`config.mk`:
```
export PLATFORM = sky130hd
export DESIGN_NAME = register_file
export DESIGN_NICKNAME = d
export VERILOG_FILES = /design/src/rtl/register_file.sv
export SDC_FILE = /design/constraint.sdc
export NUM_CORES = 2
export LEC_CHECK = 0
export BUFFER_PORTS_ARGS = -buffer_cell sky130_fd_sc_hd__buf_4
export CAP_MARGIN = 20
export CORE_MARGIN = 5
export CORE_UTILIZATION = 50
export DETAILED_ROUTE_END_ITERATION = 10
export MAX_ROUTING_LAYER = met4
export PLACE_DENSITY = 0.69
export SYNTH_ARGS = -nofsm -noshare
export SYNTH_HDL_FRONTEND = slang
export SYNTH_SLANG_ARGS = --single-unit
```
`constraint.sdc`:
```
create_clock -name clk -period 31.9 [get_ports clk]
set_input_delay 6.38 -clock clk [delete_from_list [all_inputs] [get_ports clk]]
set_output_delay 6.38 -clock clk [all_outputs]
set_load 0.03 [all_outputs]
```
`src/rtl/register_file.sv`:
```
// General-register file: 31 storage registers (R1..R31) plus a hardwired-zero R0,
// one write port selected by a one-hot enable vector and two combinational read
// ports with write-through bypass. A multi-bit enable is rejected and latched in a
// sticky error flag.
module register_file #(
  parameter int unsigned WIDTH = 32
) (
  input  logic             clk,
  input  logic             reset,
  input  logic [31:0]      WE,
  input  logic [WIDTH-1:0] PW,
  input  logic [4:0]       RA,
  input  logic [4:0]       RB,
  output logic [WIDTH-1:0] PA,
  output logic [WIDTH-1:0] PB,
  output logic             WE_ERR
);

  logic [WIDTH-1:0] regs_q [1:31];
  logic             err_q;
  logic             multi_hot;

  // Clearing the lowest set bit leaves something only if two or more bits were set.
  assign multi_hot = |(WE & (WE - 32'd1));

  // Register array update; a multi-bit enable writes nothing, and bit 0 has no storage.
  always_ff @(posedge clk or posedge reset) begin
    if (reset) begin
      for (int k = 1; k < 32; k++) begin
        regs_q[k] <= '0;
      end
    end else begin
      for (int k = 1; k < 32; k++) begin
        if (WE[k] && !multi_hot) begin
          regs_q[k] <= PW;
        end
      end
    end
  end

  // Sticky error flag, raised on the edge that samples an illegal enable.
  always_ff @(posedge clk or posedge reset) begin
    if (reset) begin
      err_q <= 1'b0;
    end else if (multi_hot) begin
      err_q <= 1'b1;
    end
  end

  assign WE_ERR = err_q;

  // Combinational read ports with same-cycle bypass of a legal write.
  always_comb begin
    PA = '0;
    PB = '0;
    for (int k = 1; k < 32; k++) begin
      if (RA == 5'(k)) PA = regs_q[k];
      if (RB == 5'(k)) PB = regs_q[k];
    end
    // WE[addr] set with no other bit set means a valid one-hot write to addr.
    if (!multi_hot && WE[RA] && (RA != 5'd0)) PA = PW;
    if (!multi_hot && WE[RB] && (RB != 5'd0)) PB = PW;
  end

endmodule

```
==> results by group <==
Status
  • Status: finished, final reports clean

Route
  • Detailed router's first-iteration violation count: 10200
  • Vias per cell: 7.66
  • Wire per inst: 37.8 microns
  • Via count: 51100
  • Routed Antenna Nets: 0
  • Routed WL: 252000 microns
  • Residual DRC: 0
  • DR pass1 iterations: 11

Place
  • # port buffers: 140
  • Final HPWL DP: 168000 microns
  • Routability cong.: 1.12

Yosys
  • Cell taking the most area after synthesis: dfrtp_1
  • FFs w/ async S/R, synth: 100%
  • Top cells by area, synth: dfrtp_1 45%, mux2_1 11%, mux2_2 10%
  • Sequential element share of the synthesized area: a little under half
  • Post-synth cell types: 82
  • Post-Synthesis Cells: 5177
  • Flops & latches, synth: roughly 1000
  • Syn Nets: 5253
  • Top cell type's share of synthesized area: 45.1%
  • Post-synth top flop: dfrtp_1
  • Synth Cell Area: 55100 sq um
  • EDFF count, synth: 0
  • Syn avg cell area: 10.6 sq um
  • Synthesis Warnings: 0

Setup path
  • CP bufs+invs: 5
  • Largest delay share family, worst path: simple AND/OR/NAND/NOR gates
  • Worst endpoint required time: 25.52 ns
  • Crit start category: input pin
  • Crit-path cells: buf_4, buf_4, buf_4, and3b_1, nand2_1, o22ai_1, nor3_1, a21oi_1, nor4_1, buf_4, nor3_1, o21ai_0, buf_4
  • Data arrival time of the critical path: between 10 and 15 ns
  • CP max stage cell: and3b_1
  • CP Capture Type: primary output
  • Worst path max stage delay: a little over 0.8 ns
  • RR Startpoint: regs_q[113]
  • Most used cell along the critical path: buf_4
  • Register-to-Register Path Depth: 1
  • Reg2reg end: regs_q[113]
  • Setup CP Type: input pin to primary output
  • CP Max Fanout: 45
  • Reg2Reg Setup Slack: 30.90 ns

Power
  • Leakage: just under 30 nW
  • Tot Pwr: about 0.003 W
  • Peak supply drop: between 50 and 60 uV
  • Pwr dens: 49.4 nW/um^2

Floorplan
  • Die width: ~340 microns
  • Die area: approximately 120000 sq um
  • FP Rows: 121
  • Initial Util: 50.5%
  • # IOs: about 140
  • Core footprint: between 100000 and 150000 sq um
  • Die Ht: 342 microns

STA
  • RSZ-0062 raised after global routing: false
  • Minimum clock period: 18.34 ns
  • Fin Setup TNS: 0 ns
  • Final slew viol count: 0
  • Final setup vio count: 0
  • Final hold vios: 0
  • Post-route clock period utilization: 57.5%
  • Fmax: 54.5 MHz
  • Max-slew headroom at the worst pin: 7.84%
  • Skew final: 0 ns
  • Tightest Pin Transition: 1.38 ns

GRT
  • Pin count of the biggest net entering global routing: a little under 200
  • First-pass GRT wire length: 356000 microns
  • GRT Util Overall: 42.8%
  • Total global routing overflow: 0
  • Vias in the first global route: about 48000
  • Initial antenna violation count: 24

Clocking
  • Htree depth: 3
  • CTS resizes: 0
  • Worst-Skew Late Latency: 0.73 ns
  • CTS Root Buffer Type: clkbuf_16
  • Hold Buf Count CTS: 0
  • Reg clk slew, reported paths: 0.07 ns
  • Clk sinks: 993
  • Cts bufs inserted: ~110
  • CTS tree: done
  • Clk buf depth: 3
  • Post CTS Setup Buffer Count: 0

Finish
  • Layout cells sized above 1: between 20% and 30%
  • Most common cell after layout, fill and taps aside: dfrtp_1
  • Most frequent cells in the layout: 993 x dfrtp_1, 526 x mux2_1, 491 x mux2_2
  • Nets@finish: ~5200
  • Area grow syn2layout: 10.6%

Min path
  • Hold crit path type: flop to flop
  • Hold depth: 1
  • Hold Path End: WE_ERR
  • Worst hold start: WE_ERR

Job
  • Max Cap Violations: 0
==> kinds of logic (layout without fill, tap and decap cells) <==
family | Yosys count | count (layout) | synth area share (%)
AO/OA/AOI/OAI | 1505 | 1505 | 18.1
multiplexers | 1101 | 1101 | 22.7
AND/OR/NAND/NOR | 1021 | 1021 | 9.06
flip-flops | 993 | 993 | 45.1
buffers and inverters | 552 | 546 | 4.93
adder cells (fa/ha/maj) | 3 | 3 | 0.0545
XOR/XNOR | 2 | 2 | 0.0318
other | 0 | 30 | 0
==> power by group <==
| part | internal (W) | switching, W |
|---|---|---|
| Sequential | 0.00126 | 0.000000000000119 |
| Clock | 0.000844 | 0.000566 |
| Combinational | 0.0000793 | 0.000261 |
==> area by class of cell <==
type | instances | area, sq um
Tap cell | 1476 | 1850
Sequential cell | 993 | 24800
Timing Repair Buffer | 312 | 2400
Fill cell | 9418 | 48200
Inverter | 35 | 135
Clock buffer | 150 | 3040
Antenna cell | 30 | 75.1
Clock inverter | 49 | 887
Multi-Input combinational cell | 3632 | 27700
==> layer usage <==
metal / wire length [microns] / vias up / GRT usage, %
met2: 98800 / 5074 / 56.7
met4: 19600 / 0 / 23.1
met5: 0 / - / -
li1: - / 19400 / -
met3: 45700 / 1329 / 21.8
met1: 87900 / 25300 / 52.8
==> cells in the mapped netlist (29+ instances only) <==
cell and count:
a22oi_1 181, inv_1 34, a21oi_1 276, a31oi_1 56
o221ai_1 60, mux2_2 491, nor2_1 261, clkbuf_1 326
buf_2 64, buf_6 42, mux2i_1 65, a221oi_1 61
nand2_1 293, nand2b_1 32, a211oi_1 36, and2_1 40
o21ai_0 314, dfrtp_1 993, buf_4 66, nor3_1 83
o22ai_1 238, mux2_1 526, nor2b_1 30, nor4_1 50
a222oi_1 29, nand3_1 79, a22o_1 43
==> sequential cells by signal (all words and copies together) (netlist names) <==
signal / cells
WE_ERR: 1
regs_q: 992
==> metrics by stage <==
step | cells | instance area [sq um] | setup slack, ns | hold WS (ns) | utilization, %
floorplan | 5177 | 55100 | 11.84 | 0.467 | -
global placement | 6437 | 56800 | 13.66 | 0.456 | 52.1
detailed placement | 6441 | 56900 | 14.19 | 0.474 | 52.1
CTS | 6640 | 60800 | 14.17 | 0.491 | 55.7
global route | 6672 | 60900 | 13.95 | 0.515 | 55.8
finish | 6677 | 60900 | 13.56 | 0.488 | 55.8
==> how the worst max path moves through the flow <==
stage,from,endpoint,depth (start not counted)
2_1_floorplan,reset,WE_ERR,1
3_3_place_gp,RA[0],PA[4],11
3_5_place_dp,RA[0],PA[19],13
4_1_cts,RA[0],PA[19],13
5_1_grt,RA[0],PA[19],13
6_report,RA[0],PA[19],13
Power figures use the tool's default switching activity.
